===== config.mk =====
export PLATFORM = sky130hd
export DESIGN_NAME = avl_vlb_arbiter2_flat
export DESIGN_NICKNAME = d
export VERILOG_FILES = /design/src/rtl/avl_vlb_arbiter2_if.sv /design/src/rtl/avl_vlb_arbiter2.sv /design/src/flat_wrapper.sv
export SDC_FILE = /design/constraint.sdc
export NUM_CORES = 1
export LEC_CHECK = 0
export BUFFER_PORTS_ARGS = -buffer_cell sky130_fd_sc_hd__clkbuf_2
export CAP_MARGIN = 30
export CORE_ASPECT_RATIO = 0.5
export CORE_MARGIN = 2
export CORE_UTILIZATION = 45
export CTS_BUF_LIST = sky130_fd_sc_hd__clkbuf_4
export DETAILED_ROUTE_END_ITERATION = 10
export GPL_TIMING_DRIVEN = 0
export PLACE_DENSITY_LB_ADDON = 0.05
export SLEW_MARGIN = 10
export SYNTH_ARGS = -nofsm -noshare
export SYNTH_HDL_FRONTEND = slang
export SYNTH_SLANG_ARGS = --single-unit

===== constraint.sdc =====
create_clock -name clk -period 5.18 [get_ports clk]
set_clock_uncertainty 0.1 [all_clocks]
set_input_delay 1.036 -clock clk [delete_from_list [all_inputs] [get_ports clk]]
set_output_delay 1.036 -clock clk [all_outputs]
set_load 0.05 [all_outputs]

===== src/rtl/avl_vlb_arbiter2_if.sv =====
// ---------------------------------------------------------------------------
// avl_vlb_arbiter2_if
//
// Avalon-MM variable-length-burst bus bundle used by avl_vlb_arbiter2.
//
// Modports:
//   master : the side that issues commands
//            (drives address/burstcount/write/read/writedata,
//             receives readdata/readdatavalid/waitrequest)
//   slave  : the side that accepts commands (mirror of master)
//
// Parameters:
//   DWIDTH  data width
//   AWIDTH  address width
//   BWIDTH  burstcount width
// ---------------------------------------------------------------------------
interface avl_vlb_arbiter2_if #(
  parameter int DWIDTH = 8,
  parameter int AWIDTH = 8,
  parameter int BWIDTH = 8
);
  logic [AWIDTH-1:0] address;
  logic [BWIDTH-1:0] burstcount;
  logic              write;
  logic              read;
  logic [DWIDTH-1:0] writedata;
  logic [DWIDTH-1:0] readdata;
  logic              readdatavalid;
  logic              waitrequest;

  modport master (
    output address, burstcount, write, read, writedata,
    input  readdata, readdatavalid, waitrequest
  );

  modport slave (
    input  address, burstcount, write, read, writedata,
    output readdata, readdatavalid, waitrequest
  );
endinterface


===== src/rtl/avl_vlb_arbiter2.sv =====
// ---------------------------------------------------------------------------
// avl_vlb_arbiter2
//
// Shares one Avalon-MM variable-length-burst slave between two Avalon-MM
// masters. Grants are burst-locked: a write burst owns the shared port until
// its last beat is accepted, a read burst owns it only for its command cycle.
// Read responses are steered back to the issuing port through an in-order
// tracking FIFO, so up to MAXPENDING read bursts can be outstanding.
//
// Ports:
//   clk    in   single clock, rising edge
//   reset  in   asynchronous, active-high reset
//   avs0   slave modport  - upstream port 0 (command in, response out)
//   avs1   slave modport  - upstream port 1 (command in, response out)
//   avm    master modport - shared downstream command/response
//
// Parameters:
//   DWIDTH      data width
//   AWIDTH      address width
//   BWIDTH      burstcount width (legal burstcount 1..2**(BWIDTH-1))
//   MAXPENDING  read-tracking FIFO depth, power of two, >= 2
//
// Configuration macro:
//   AVL_VLB_ARBITER_FIXPRIO_EN  defined   -> port 0 wins every tie
//                               undefined -> round-robin on ties (default)
// ---------------------------------------------------------------------------
module avl_vlb_arbiter2 #(
  parameter int DWIDTH     = 8,
  parameter int AWIDTH     = 8,
  parameter int BWIDTH     = 8,
  parameter int MAXPENDING = 4
) (
  input  logic               clk,
  input  logic               reset,
  avl_vlb_arbiter2_if.slave  avs0,
  avl_vlb_arbiter2_if.slave  avs1,
  avl_vlb_arbiter2_if.master avm
);

  localparam int PW = $clog2(MAXPENDING);

  typedef enum logic [1:0] {IDLE, CMD, WBURST} state_t;

  // Arbitration state
  state_t            r_state;
  logic              r_gnt;
  logic [BWIDTH-1:0] r_beats;

  // Read-tracking FIFO: pointers carry one extra wrap bit for full/empty
  logic [PW:0]       r_wp;
  logic [PW:0]       r_rp;
  logic [BWIDTH-1:0] r_rcnt;
  logic              r_fid  [MAXPENDING];
  logic [BWIDTH-1:0] r_fcnt [MAXPENDING];

  logic              w_req0;
  logic              w_req1;
  logic              w_tie_gnt;
  logic              w_nxt_gnt;
  logic [AWIDTH-1:0] w_sel_addr;
  logic [BWIDTH-1:0] w_sel_bc;
  logic [BWIDTH-1:0] w_bc_eff;
  logic [DWIDTH-1:0] w_sel_wdata;
  logic              w_sel_read;
  logic              w_sel_write;
  logic              w_full;
  logic              w_empty;
  logic              w_avm_read;
  logic              w_avm_write;
  logic              w_wait_g;
  logic              w_rd_acc;
  logic              w_wr_acc;
  logic              w_last_beat;
  logic              w_done;
  logic              w_head_id;
  logic [BWIDTH-1:0] w_head_cnt;
  logic              w_rdv;
  logic              w_pop;
  logic              w_push;

  assign w_req0 = avs0.read | avs0.write;
  assign w_req1 = avs1.read | avs1.write;

  // Tie-break source. In fixed-priority builds the round-robin pointer does
  // not exist at all.
`ifdef AVL_VLB_ARBITER_FIXPRIO_EN
  assign w_tie_gnt = 1'b0;
`else
  logic r_last;

  // Points at the port that most recently completed a command; resets to 1
  // so port 0 wins the first tie.
  always_ff @(posedge clk or posedge reset) begin
    if (reset) begin
      r_last <= 1'b1;
    end else if (w_done) begin
      r_last <= r_gnt;
    end
  end

  assign w_tie_gnt = ~r_last;
`endif

  assign w_nxt_gnt = (w_req0 & w_req1) ? w_tie_gnt : w_req1;

  // Command path mux, selected by the registered grant
  assign w_sel_addr  = r_gnt ? avs1.address    : avs0.address;
  assign w_sel_bc    = r_gnt ? avs1.burstcount : avs0.burstcount;
  assign w_sel_wdata = r_gnt ? avs1.writedata  : avs0.writedata;
  assign w_sel_read  = r_gnt ? avs1.read       : avs0.read;
  assign w_sel_write = r_gnt ? avs1.write      : avs0.write;

  // A burstcount of 0 behaves as a single beat
  assign w_bc_eff = (w_sel_bc == '0) ? BWIDTH'(1) : w_sel_bc;

  assign w_empty = (r_wp == r_rp);
  assign w_full  = (r_wp[PW] != r_rp[PW]) && (r_wp[PW-1:0] == r_rp[PW-1:0]);

  // Command qualification. A read wins over a simultaneous write on the
  // granted port in CMD so the slave never sees both strobes; reads are
  // blocked while the tracking FIFO has no room, and ignored inside a write
  // burst.
  always_comb begin
    w_avm_read  = 1'b0;
    w_avm_write = 1'b0;
    w_wait_g    = 1'b1;
    w_rd_acc    = 1'b0;
    w_wr_acc    = 1'b0;
    case (r_state)
      CMD: begin
        w_avm_read  = w_sel_read & ~w_full;
        w_avm_write = w_sel_write & ~w_sel_read;
        w_wait_g    = avm.waitrequest | (w_sel_read & w_full);
        w_rd_acc    = w_avm_read & ~avm.waitrequest;
        w_wr_acc    = w_avm_write & ~avm.waitrequest;
      end
      WBURST: begin
        w_avm_write = w_sel_write;
        w_wait_g    = avm.waitrequest;
        w_wr_acc    = w_sel_write & ~avm.waitrequest;
      end
      default: begin
      end
    endcase
  end

  // In CMD the last beat is a single-beat write; in WBURST it is the beat
  // seen with one beat remaining.
  assign w_last_beat = (r_state == CMD) ? (w_bc_eff == BWIDTH'(1))
                                        : (r_beats == BWIDTH'(1));
  assign w_done      = w_rd_acc | (w_wr_acc & w_last_beat);

  // Shared command outputs
  assign avm.address    = w_sel_addr;
  assign avm.burstcount = w_sel_bc;
  assign avm.writedata  = w_sel_wdata;
  assign avm.read       = w_avm_read;
  assign avm.write      = w_avm_write;

  // Only the granted port ever sees waitrequest low
  assign avs0.waitrequest = r_gnt ? 1'b1     : w_wait_g;
  assign avs1.waitrequest = r_gnt ? w_wait_g : 1'b1;

  // --- Arbitration FSM ---
  always_ff @(posedge clk or posedge reset) begin
    if (reset) begin
      r_state <= IDLE;
      r_gnt   <= 1'b0;
      r_beats <= '0;
    end else begin
      case (r_state)
        IDLE: begin
          if (w_req0 | w_req1) begin
            r_gnt   <= w_nxt_gnt;
            r_state <= CMD;
          end
        end
        CMD: begin
          if (w_rd_acc) begin
            r_state <= IDLE;
          end else if (w_wr_acc) begin
            if (w_last_beat) begin
              r_state <= IDLE;
            end else begin
              r_beats <= w_bc_eff - BWIDTH'(1);
              r_state <= WBURST;
            end
          end
        end
        WBURST: begin
          if (w_wr_acc) begin
            if (w_last_beat) begin
              r_state <= IDLE;
            end else begin
              r_beats <= r_beats - BWIDTH'(1);
            end
          end
        end
        default: r_state <= IDLE;
      endcase
    end
  end

  // --- Read return routing ---
  assign w_head_id  = r_fid[r_rp[PW-1:0]];
  assign w_head_cnt = r_fcnt[r_rp[PW-1:0]];

  // Beats arriving with nothing outstanding are dropped
  assign w_rdv  = avm.readdatavalid & ~w_empty;
  assign w_pop  = w_rdv & ((r_rcnt + BWIDTH'(1)) == w_head_cnt);
  assign w_push = w_rd_acc;

  assign avs0.readdata      = avm.readdata;
  assign avs1.readdata      = avm.readdata;
  assign avs0.readdatavalid = w_rdv & ~w_head_id;
  assign avs1.readdatavalid = w_rdv &  w_head_id;

  // FIFO control; push is already suppressed when full, so push and pop in
  // the same cycle only happen with room to spare.
  always_ff @(posedge clk or posedge reset) begin
    if (reset) begin
      r_wp   <= '0;
      r_rp   <= '0;
      r_rcnt <= '0;
    end else begin
      if (w_push) begin
        r_wp <= r_wp + 1'b1;
      end
      if (w_pop) begin
        r_rp   <= r_rp + 1'b1;
        r_rcnt <= '0;
      end else if (w_rdv) begin
        r_rcnt <= r_rcnt + BWIDTH'(1);
      end
    end
  end

  // FIFO storage: contents are only meaningful between the pointers
  always_ff @(posedge clk) begin
    if (w_push) begin
      r_fid[r_wp[PW-1:0]]  <= r_gnt;
      r_fcnt[r_wp[PW-1:0]] <= w_bc_eff;
    end
  end

endmodule


===== src/flat_wrapper.sv =====
// flat-port wrapper written by rule: the top's interface ports become plain ports
module avl_vlb_arbiter2_flat 
#(
  parameter int DWIDTH     = 8,
  parameter int AWIDTH     = 8,
  parameter int BWIDTH     = 8,
  parameter int MAXPENDING = 4
)
  (clk, reset, avs0_address, avs0_burstcount, avs0_write, avs0_read, avs0_writedata, avs0_readdata, avs0_readdatavalid, avs0_waitrequest, avs1_address, avs1_burstcount, avs1_write, avs1_read, avs1_writedata, avs1_readdata, avs1_readdatavalid, avs1_waitrequest, avm_address, avm_burstcount, avm_write, avm_read, avm_writedata, avm_readdata, avm_readdatavalid, avm_waitrequest);
  avl_vlb_arbiter2_if #(.DWIDTH(DWIDTH), .AWIDTH(AWIDTH), .BWIDTH(BWIDTH)) avs0_i ();
  avl_vlb_arbiter2_if #(.DWIDTH(DWIDTH), .AWIDTH(AWIDTH), .BWIDTH(BWIDTH)) avs1_i ();
  avl_vlb_arbiter2_if #(.DWIDTH(DWIDTH), .AWIDTH(AWIDTH), .BWIDTH(BWIDTH)) avm_i ();
  input  logic clk;
  input  logic reset;
  input wire logic [$bits(avs0_i.address)-1:0] avs0_address;
  input wire logic [$bits(avs0_i.burstcount)-1:0] avs0_burstcount;
  input wire logic [$bits(avs0_i.write)-1:0] avs0_write;
  input wire logic [$bits(avs0_i.read)-1:0] avs0_read;
  input wire logic [$bits(avs0_i.writedata)-1:0] avs0_writedata;
  output wire logic [$bits(avs0_i.readdata)-1:0] avs0_readdata;
  output wire logic [$bits(avs0_i.readdatavalid)-1:0] avs0_readdatavalid;
  output wire logic [$bits(avs0_i.waitrequest)-1:0] avs0_waitrequest;
  input wire logic [$bits(avs1_i.address)-1:0] avs1_address;
  input wire logic [$bits(avs1_i.burstcount)-1:0] avs1_burstcount;
  input wire logic [$bits(avs1_i.write)-1:0] avs1_write;
  input wire logic [$bits(avs1_i.read)-1:0] avs1_read;
  input wire logic [$bits(avs1_i.writedata)-1:0] avs1_writedata;
  output wire logic [$bits(avs1_i.readdata)-1:0] avs1_readdata;
  output wire logic [$bits(avs1_i.readdatavalid)-1:0] avs1_readdatavalid;
  output wire logic [$bits(avs1_i.waitrequest)-1:0] avs1_waitrequest;
  output wire logic [$bits(avm_i.address)-1:0] avm_address;
  output wire logic [$bits(avm_i.burstcount)-1:0] avm_burstcount;
  output wire logic [$bits(avm_i.write)-1:0] avm_write;
  output wire logic [$bits(avm_i.read)-1:0] avm_read;
  output wire logic [$bits(avm_i.writedata)-1:0] avm_writedata;
  input wire logic [$bits(avm_i.readdata)-1:0] avm_readdata;
  input wire logic [$bits(avm_i.readdatavalid)-1:0] avm_readdatavalid;
  input wire logic [$bits(avm_i.waitrequest)-1:0] avm_waitrequest;
  assign avs0_i.address = avs0_address;
  assign avs0_i.burstcount = avs0_burstcount;
  assign avs0_i.write = avs0_write;
  assign avs0_i.read = avs0_read;
  assign avs0_i.writedata = avs0_writedata;
  assign avs0_readdata = avs0_i.readdata;
  assign avs0_readdatavalid = avs0_i.readdatavalid;
  assign avs0_waitrequest = avs0_i.waitrequest;
  assign avs1_i.address = avs1_address;
  assign avs1_i.burstcount = avs1_burstcount;
  assign avs1_i.write = avs1_write;
  assign avs1_i.read = avs1_read;
  assign avs1_i.writedata = avs1_writedata;
  assign avs1_readdata = avs1_i.readdata;
  assign avs1_readdatavalid = avs1_i.readdatavalid;
  assign avs1_waitrequest = avs1_i.waitrequest;
  assign avm_address = avm_i.address;
  assign avm_burstcount = avm_i.burstcount;
  assign avm_write = avm_i.write;
  assign avm_read = avm_i.read;
  assign avm_writedata = avm_i.writedata;
  assign avm_i.readdata = avm_readdata;
  assign avm_i.readdatavalid = avm_readdatavalid;
  assign avm_i.waitrequest = avm_waitrequest;
  avl_vlb_arbiter2 #(.DWIDTH(DWIDTH), .AWIDTH(AWIDTH), .BWIDTH(BWIDTH), .MAXPENDING(MAXPENDING)) u_core (.clk(clk), .reset(reset), .avs0(avs0_i), .avs1(avs1_i), .avm(avm_i));
endmodule

---- Word-level counts from Yosys, hierarchy flattened ----
Memory sizes are Yosys's and may differ from the RTL's.
Cells that the tools add are included.
word-level totals
  flip-flop bits (word level) ............. 26
  latch bits .............................. 0
  memory bits (writable) .................. 36
  bits in read-only memories .............. 0
  input bits .............................. 64
  output and inout port bits .............. 46
  word-level logic and storage cells ...... 93
  memories ................................ 2
cells by class
  add/subtract/negate cells ............... 5
  multiply operators ...................... 0
  divide/modulo/power cells ............... 0
  $lt $le $gt $ge ......................... 0
  equality and inequality tests ........... 16
  shifts and indexed selects .............. 0
  multiplexer cells ....................... 32
  bitwise operators ....................... 23
  reductions and logical operators ........ 8
memory list
  memory         words  width  read ports  clocked after memory_dff  write ports  RTL line                source
  u_core.r_fcnt  4      8      1           0                         1            avl_vlb_arbiter2.sv:54  logic [BWIDTH-1:0] r_fcnt [MAXPENDING];
  u_core.r_fid   4      1      1           0                         1            avl_vlb_arbiter2.sv:53  logic r_fid [MAXPENDING];
operators with widths
  kind                 number
  $mux 8               11
  $eq 8x1->1 const B   2
  $pmux 8 s2           1
  $sub 8x1->8 const B  2
  $and 1x1->1          12
  $mux 2               6
  $mux 1               10
  $add 8x1->8 const B  1
  $eq 8x8->1           1
  $logic_not 8->1      1
  $ne 2x1->1 const B   4
  $add 3x1->3 const B  2
  $ne 2x2->1 const B   3
  $not 1->1            6
  $pmux 1 s2           3
  $pmux 2 s3           1
  $reduce_and 6->1     1
  $or 1x1->1           5
  $reduce_and 4->1     1
  $reduce_bool 2->1    2
  $eq 3x3->1           1
  $ne 3x1->1 const B   1
  $eq 2x1->1 const B   1
  $eq 2x2->1           1
  5 further kinds      5

---- Logic depth before layout (Yosys ltp) ----
Gate-level depths: netlist of the first run.
  depth after elaboration ................. 9
  mapped depth ............................ 11

---- Least setup slack after synthesis of the first run ----
Ideal clock, no wire load.
  path kind ............................... in2reg
  start point ............................. input port avs1_burstcount[2]
  end point ............................... register u_core.r_state[1]
  data arrival time ....................... 3.552 ns
  required time ........................... 4.955 ns
  setup slack ............................. 1.403 ns
  stages .................................. 9
  path buffers ............................ 0
  cells stage by stage .................... mux2i_1 > inv_1 > o31ai_1 > ha_1 > nand3_1 > nor2_1 > o21bai_1 > a221oi_2 > mux2_2
on the way
  longest elaborated chain between the ends .. 9
  elaborated cells on any way between the ends .. 11
ends and longest elaborated chain
  item                          RTL line                 source
  from (decl)                   flat_wrapper.sv:24       input wire logic [$bits(avs1_i.burstcount)-1:0] avs1_burstcount;
  $mux 8 *                      avl_vlb_arbiter2.sv:108  assign w_sel_bc = r_gnt ? avs1.burstcount : avs0.burstcount;
  named net avm_burstcount[2]   flat_wrapper.sv:32       output wire logic [$bits(avm_i.burstcount)-1:0] avm_burstcount;
  $logic_not 8->1 *             avl_vlb_arbiter2.sv:114  assign w_bc_eff = (w_sel_bc == '0) ? BWIDTH'(1) : w_sel_bc;
  $mux 8 *                      avl_vlb_arbiter2.sv:114
  named net u_core.w_bc_eff[0]  avl_vlb_arbiter2.sv:62   logic [BWIDTH-1:0] w_bc_eff;
  $eq 8x1->1 *                  avl_vlb_arbiter2.sv:149  assign w_last_beat = (r_state == CMD) ? (w_bc_eff == BWIDTH'(1))
  $mux 1 *                      avl_vlb_arbiter2.sv:149
  $mux 2                        avl_vlb_arbiter2.sv:182  if (w_last_beat) begin
  $mux 2                        avl_vlb_arbiter2.sv:181  end else if (w_wr_acc) begin
  $mux 2                        avl_vlb_arbiter2.sv:179  if (w_rd_acc) begin
  $pmux 2 s3                    avl_vlb_arbiter2.sv:171  case (r_state)
  to (signal assigned)          avl_vlb_arbiter2.sv:175  r_state <= CMD;
  to (signal assigned)          avl_vlb_arbiter2.sv:180  r_state <= IDLE;
  to (signal assigned)          avl_vlb_arbiter2.sv:183  r_state <= IDLE;
  to (decl)                     avl_vlb_arbiter2.sv:45   state_t r_state;
Mark *: on every way through the listed nets, which the timed path passes. The rest lies on a longest branch. The select of a mux whose other input is x is not followed.
A chain may end at the register's enable or synchronous reset.

---- Worst setup path after layout of the first run ----
  start point ............................. register u_core.r_gnt
  end point ............................... output port avm_address[0]
on the way
  longest elaborated chain between the ends .. 1
ends and longest elaborated chain
  item                    RTL line                 source
  from (decl)             avl_vlb_arbiter2.sv:46   logic r_gnt;
  from (signal assigned)  avl_vlb_arbiter2.sv:174  r_gnt <= w_nxt_gnt;
  $mux 8                  avl_vlb_arbiter2.sv:107  assign w_sel_addr = r_gnt ? avs1.address : avs0.address;
  to (decl)               flat_wrapper.sv:31       output wire logic [$bits(avm_i.address)-1:0] avm_address;
Every way passes these cells.

==> metrics.md, run 1 <==
| Metric | Value |
|---|---|
| Routability-driven placement congestion ratio | 0.887 |
| Final-report hold violation count | 0 |
| Detailed-route DRC error count | 0 |
| Leak Pwr | 2.06 nW |
| CTS buffer count | 9 |
| Starting DRT DRC Count | 95 |
| Status | complete, no violations |
| Post-synthesis compound-gate area fraction | 0.0838 |
| Critical path's most frequent cell | clkbuf_1 |
| Final period util | 0.723 |
| Synth warnings | 0 |
| Largest net degree at the start of global routing | 16 |
| Max H-tree Level | 3 |
| Syn nets | 402 |
| Mux contribution to synthesized area | 0.161 |
| Vias | 2899 |
| Slowest CP cell | clkbuf_1 |
| Placed cells | 539 |
| Synth top area cells | edfxtp_1, dfrtp_1, mux2_2, mux4_1, ha_1 |
| Vias per inst | 5.21 |
| Total global routing overflow | 0 |
| Critical Path Start Type | flop |
| Avg WL per Cell | 15.4 um |
| Vias in the first global route | 2960 |
| RSZ-0062 raised after global routing | false |
| Post-Layout Cell Count | 556 |
| CP Max Fanout | 10 |
| Worst EP required | 4.04 ns |
| Critical path cell sequence | buf_6, clkbuf_1, clkbuf_1, mux2_2, clkbuf_2 |
| Worst path top cell family by delay | buffers and inverters |
| Antenna violation net count after detailed routing | 0 |
| Post-synthesis sequential element count | 62 |
| Max Slew Vio Count | 0 |
| Final WL | 8.59 mm |
| Largest area contributor in the netlist | edfxtp_1 |
| I/O Buffers | 101 |
| Slew @ Worst Pin | 0.705 ns |
| Final min period | 3.74 ns |
| VDD IR max | 0.239 mV |
| Initial antenna violation count | 0 |
| Simple-Gate Fraction of Synth Area | 0.119 |
| Share of post-route cells with drive strength above 1 | 0.408 |
| Die W | 135 um |
| Clock buffer depth | 2 |
| Final setup fails | 0 |
| Worst hold margin | 0.393 ns |
| Clock sink total | 62 |
| Proportion of netlist area held by the largest area contributor | 0.281 |
| Setup Total Neg Slack | 0 ns |
| P&R area growth vs syn | 21.9% |
| Hpwl dp | 6.75 mm |
| IO Pins | 110 |
| Worst setup EP type | output port |
| Max-Slew Margin vs Limit | 0.526 |
| # Max-Cap Violations | 0 |
| WS Path Type | flop to output port |
| Clock Pin Slew Worst Setup and Hold Paths | 0.11 ns |
| Ys flop type | edfxtp_1 |
| Fin nets | 516 |
| XOR/XNOR share of the synthesized area | 0.0763 |
| Power density cells | 513 mW/mm^2 |
| Root buf cell | clkbuf_4 |
| Syn Area/Cell | 11.9 um^2 |
| DIE HEIGHT | 69.4 um |
| CP max stage delay | 0.46 ns |
| Setup bufs post-CTS | 0 |
| Effective utilization at floorplan | 0.473 |
| Number of enable flip-flop cells after synthesis | 36 |
| CTS tree | yes |
| Number of diodes | 0 |
| CTS resizes | 0 |
| Core area | 0.00814 mm^2 |
| Global-route wire length before repair | 14.2 mm |
| Adder-cell share of the synthesized area | 0.0422 |
| CP arrival | 2.61 ns |
| Post-synthesis sequential area ratio | 0.450 |
| Gate Count Post-Synth | 325 |
| Combinational family with the most area after synthesis | multiplexers |
| Hold buffer count at cts | 0 |
| Post-synthesis cell area | 0.00385 mm^2 |
| GR Util All Layers | 0.196 |
| Synth cell types | 55 |
| # rows | 23 |
| Fraction of registers with async set/reset | 0.419 |
| DRT Pass-1 Iters | 4 |
| Clk Latency, worst-skew pair | 0.41 ns |
| DIE AREA | 0.00936 mm^2 |
| Final Total Pwr | 0.00241 W |
| Worst Path Buf+Inv | 4 |
| Hold Crit Class | flop to flop |
| FMAX | 267 MHz |
-- cell usage in the layout (no fill, tap or decap), types with 11 or more instances in the layout --
cell type	n
nor2_1	17
nand2_1	28
dfrtp_1	25
a21oi_1	14
mux2_2	27
edfxtp_1	36
inv_1	20
xnor2_1	14
buf_4	16
clkbuf_2	101
o21ai_0	11
ha_1	13
-- Yosys cell counts (4+ instances only) --
cell	number
o211ai_1	4
mux4_1	7
xnor2_1	14
o31ai_1	8
mux2_2	27
dfrtp_1	25
clkbuf_1	6
nand2_1	28
buf_4	16
mux2i_1	5
a21oi_1	14
nor2_1	17
and2_1	5
xor2_1	9
edfxtp_1	36
inv_1	20
nand3_1	7
nor3_1	5
ha_1	13
o21ai_0	11
-- final timing paths --
kind	slack (ns)	startpoint	depth (start not counted)	end
max in group asynchronous	3.94	reset	3	u_core.r_wp[1]$_DFFE_PP0P_
min in group asynchronous	0.55	reset	2	u_core.r_beats[0]$_DFFE_PP0P_
max	1.44	u_core.r_gnt$_DFFE_PP0P_	5	avm_address[0]
max reg2reg	1.69	u_core.r_gnt$_DFFE_PP0P_	11	u_core.r_state[1]$_DFFE_PP0P_
min	0.39	u_core.r_wp[2]$_DFFE_PP0P_	1	u_core.r_wp[2]$_DFFE_PP0P_
min reg2reg	0.39	u_core.r_wp[2]$_DFFE_PP0P_	1	u_core.r_wp[2]$_DFFE_PP0P_
-- layer usage --
metal,wire length (um),GRT usage
met1,3880,0.254
met2,4150,0.331
met3,487,0.0541
met4,76,0.0386
met5,0,0
-- area by class of cell --
cell class	count	area, um^2
Fill cell	718	3450
Multi-Input combinational cell	216	1860
Sequential cell	62	1730
Timing Repair Buffer	103	538
Buffer	27	186
Tap cell	112	140
Clock inverter	7	97.6
Inverter	20	75.1
Clock buffer	9	67.6
-- metrics by stage --
stage	utilization	setup WS [ns]	cell area (um^2)
finish	0.577	1.44	4700
global route	0.577	1.19	4700
global placement	0.552	1.02	4500
floorplan	-	1.40	3850
CTS	0.576	1.34	4690
detailed placement	0.556	0.921	4530
-- registers in the layout, indices dropped and copies added, names as in the netlist --
name / flops
u_core.r_beats: 8
u_core.r_fcnt: 32
u_core.r_fid: 4
u_core.r_gnt: 1
u_core.r_last: 1
u_core.r_rcnt: 8
u_core.r_rp: 3
u_core.r_state: 2
u_core.r_wp: 3
-- worst reg2reg max path, stage by stage (launching register included) --
cell      delay, ns
dfrtp_1        0.45
buf_6          0.19
mux2i_1        0.56
inv_1          0.20
o31ai_1        0.34
buf_2          0.24
ha_1           0.16
nand3_1        0.07
nor2_1         0.29
o21bai_1       0.18
a221oi_2       0.26
mux2_2         0.36
-- where the power goes --
part	total [W]	switching, W	leakage (nW)	internal, W
combinational	0.00127	0.000804	1.32	0.000468
sequential	0.000750	0.0000953	0.648	0.000655
clock	0.000388	0.000191	0.0842	0.000197
total	0.00241	0.00109	2.06	0.00132
-- logic make-up (layout without fill, tap and decap cells) --
family | Yosys count | in the layout
flops | 62 | 62
xor+xnor | 27 | 27
mux | 43 | 43
simple gates | 84 | 84
compound gates | 49 | 49
fa+ha+maj | 13 | 13
buf+inv | 47 | 166
Power figures use the tool's default switching activity.
==> inputs of run 2 (changes only) <==
- ABC_AREA: default -> 1
- clock period: 5.18 -> 3.6 ns (I/O delays scaled with it)
==> metrics.md, run 2 <==
| Metric | Value |
|---|---|
| Sequential cell fraction of total power | 0.291 (-0.020) |
| I/O Buffers | 101 (unchanged) |
| Sw Pwr | 0.00200 W (+83%) |
| DIE HEIGHT | 72.2 um (+3.9%) |
| Max H-tree Level | 3 (unchanged) |
| RSZ-0062 raised after global routing | false |
| Proportion of netlist area held by the largest area contributor | 0.259 (-0.0220) |
| P&R area growth vs syn | 19.4% |
| Comb pwr share | 0.592 (+0.064) |
| Root buf cell | clkbuf_4 |
| Starting DRT DRC Count | 213 (+120%) |
| Largest net degree at the start of global routing | 15 (-1) |
| Commonest non-fill, non-tap cell in the layout | nand2_1 |
| Setup Total Neg Slack | 0 ns (unchanged) |
| Gate Count Post-Synth | 570 (+75%) |
| DRT Pass-1 Iters | 4 (unchanged) |
| Final instance area | 0.00499 mm^2 (+6.3%) |
| Most frequent cells in the layout | nand2_1, clkbuf_2, inv_1 |
| CP Launch Point | u_core.r_gnt$_DFFE_PP0P_ |
| Status | complete, no violations |
| CP arrival | 2.36 ns (-0.25 ns) |
| Antenna violation net count after detailed routing | 0 (unchanged) |
| # rows | 24 (+4.3%) |
| Max FFs per register | 32 (unchanged) |
| CTS buffer count | 9 (unchanged) |
| Global-route wire length before repair | 16.7 mm (+18%) |
| CTS tree | yes |
| Core area | 0.00886 mm^2 (+8.8%) |
| Fin nets | 761 (+47%) |
| DIE AREA | 0.0101 mm^2 (+8.1%) |
| Synth top area cells | edfxtp_1, nand2_1, dfrtp_1, nand3_1, inv_1 |
| Syn Area/Cell | 7.34 um^2 (-38%) |
| Clk Latency, worst-skew pair | 0.43 ns (+0.02 ns) |
| Vias per inst | 4.80 (-8.0%) |
| CTS resizes | 0 (unchanged) |
| Beginning of the worst register-to-register path | u_core.r_gnt$_DFFE_PP0P_ |
| Power density cells | 748 mW/mm^2 (+46%) |
| Worst hold margin | 0.227 ns (-0.166 ns) |
| Post-synthesis sequential area ratio | 0.414 (-0.0353) |
| Switching portion of total power | 0.534 (+0.0823) |
| Final min period | 3.18 ns |
| Clock Power Share | 0.117 (-0.044) |
| GR Util All Layers | 0.209 (+0.0136) |
| # Max-Cap Violations | 0 (unchanged) |
| Final period util | 0.882 |
| WS Path Type | flop to output port |
| Number of enable flip-flop cells after synthesis | 36 (unchanged) |
| Detailed-route DRC error count | 0 (unchanged) |
| Met1 Resource Use GR | 0.265 (+0.0107) |
| Worst setup EP type | output port |
| Setup bufs post-CTS | 0 (unchanged) |
| Effective utilization at floorplan | 0.472 (-0.00116) |
| FMAX | 315 MHz |
| Avg WL per Cell | 12.1 um (-22%) |
| CP max stage delay | 0.50 ns (+0.04 ns) |
| Hpwl dp | 7.69 mm (+14%) |
| Ys flop type | edfxtp_1 |
| Vias | 3866 (+33%) |
| Clock buffer depth | 2 (unchanged) |
| Routability-driven placement congestion ratio | 0.850 (-4.1%) |
| Placed cells | 789 (+46%) |
| Synth cell types | 39 (-29%) |
| Slew @ Worst Pin | 0.868 ns (+0.164 ns) |
| FILL cells | 870 (+21%) |
| Total global routing overflow | 0 (unchanged) |
| Hold Crit Class | input pin to asynchronous set/reset pin |
| Share of post-route cells with drive strength above 1 | 0.258 (-0.149) |
| Final setup fails | 0 (unchanged) |
| Worst EP required | 2.78 ns (-1.26 ns) |
| Pint | 0.00174 W (+32%) |
| Critical Path Start Type | flop |
| Hold buffer count at cts | 0 (unchanged) |
| Clock Pin Slew Worst Setup and Hold Paths | 0.12 ns (about the same) |
| Critical path cell sequence | inv_1, clkbuf_1, buf_1, nand2_1, nand2_1, clkbuf_2 |
| VDD IR max | 0.516 mV (+120%) |
| Leak Pwr | 2.69 nW (+31%) |
| Final-report hold violation count | 0 (unchanged) |
| Clock sink total | 62 (unchanged) |
| Post-Layout Cell Count | 806 (+45%) |
| IO Pins | 110 (unchanged) |
| Initial antenna violation count | 0 (unchanged) |
| Final WL | 9.74 mm (+13%) |
| Vias in the first global route | 3596 (+21%) |
| Most Crowded Layer GR | met2 |
| Die W | 140 um (+4.0%) |
| Syn nets | 647 (+61%) |
| CP Max Fanout | 10 (unchanged) |
| Critical path's most frequent cell | nand2_1 |
| Post-synthesis cell area | 0.00418 mm^2 (+8.5%) |
| Post-synthesis sequential element count | 62 (unchanged) |
| Fraction of registers with async set/reset | 0.419 (unchanged) |
| Max Slew Vio Count | 0 (unchanged) |
| Synth warnings | 0 (unchanged) |
| Largest area contributor in the netlist | edfxtp_1 |
| Most frequent cell after synthesis | nand2_1 |
| Placement Cell Area | 0.00486 mm^2 (+7.4%) |
| Max-Slew Margin vs Limit | 0.419 (-0.107) |
| Slowest CP cell | dfrtp_1 |
| Post-synth top cells | nand2_1, inv_1, nand3_1 |
| M3 GR Usage | 0.0627 (+0.00861) |
| Number of diodes | 0 (unchanged) |
| Setup WS post-layout | 0.424 ns (-1.01 ns) |
| Placement Setup Slack | 0.573 ns (-0.348 ns) |
| Met2 Use GR | 0.356 (+0.0252) |
==> run 2: cell type report <==
type | count | area, um^2 | share of cell area
multi-input cells | 405 | 1960 | 0.393
clock inverters | 7 | 57.6 | 0.0115
well taps | 117 | 146 | 0.0293
repair buffers | 103 | 541 | 0.108
flip-flops and latches | 62 | 1730 | 0.347
plain buffers | 32 | 218 | 0.0436
clock buffers | 9 | 67.6 | 0.0135
inverters | 71 | 267 | 0.0534
==> run 2: routing by layer <==
metal  up-vias  routed length, um
li1       2038                  -
met1      1723               4450
met5         -                  0
met4         0                 91
met2        96               4540
met3         9                653
==> run 2: path summary, 6_finish.rpt <==
path	slack, ns	cells past startpoint	to
worst max-delay path	0.42	6	avm_writedata[5]
worst min-delay path	0.23	2	u_core.r_state[1]$_DFFE_PP0P_
worst max register to register	0.79	16	u_core.r_beats[0]$_DFFE_PP0P_
worst min register to register	0.39	1	u_core.r_wp[2]$_DFFE_PP0P_
max in group asynchronous	2.68	3	u_core.r_wp[1]$_DFFE_PP0P_
min in group clk	0.39	1	u_core.r_wp[2]$_DFFE_PP0P_
==> run 2: critical path: cells and delay by family, from the launching register on <==
family	cells	cell delay, ns
buf+inv	4	1.21
flops	1	0.50
simple gates	2	0.20
==> run 2: stage by stage <==
step	total power (W)	util
3_3_place_gp	0.00329	0.546
4_1_cts	0.00377	0.563
3_5_place_dp	0.00332	0.549
2_1_floorplan	0.00281	-
5_1_grt	0.00408	0.564
6_report	0.00373	0.564
==> run 2: logic make-up (layout without fill, tap and decap cells) <==
group                    Yosys count  count (layout)  synth area share
AND/OR/NAND/NOR                  347             347             0.356
flip-flops                        62              62             0.414
adder cells (fa/ha/maj)           13              13            0.0389
buffers and inverters            103             222             0.116
XOR/XNOR                           8               8            0.0168
AO/OA/AOI/OAI                     37              37            0.0578
==> run 2: power groups by stage <==
stage / sequential, W / combinational [W] / clock, W
after floorplan: 0.00106 / 0.00175 / 0
after global placement: 0.00110 / 0.00219 / 0
after detailed placement: 0.00110 / 0.00222 / 0
after CTS: 0.00108 / 0.00223 / 0.000458
after global routing: 0.00111 / 0.00248 / 0.000490
final: 0.00109 / 0.00221 / 0.000439
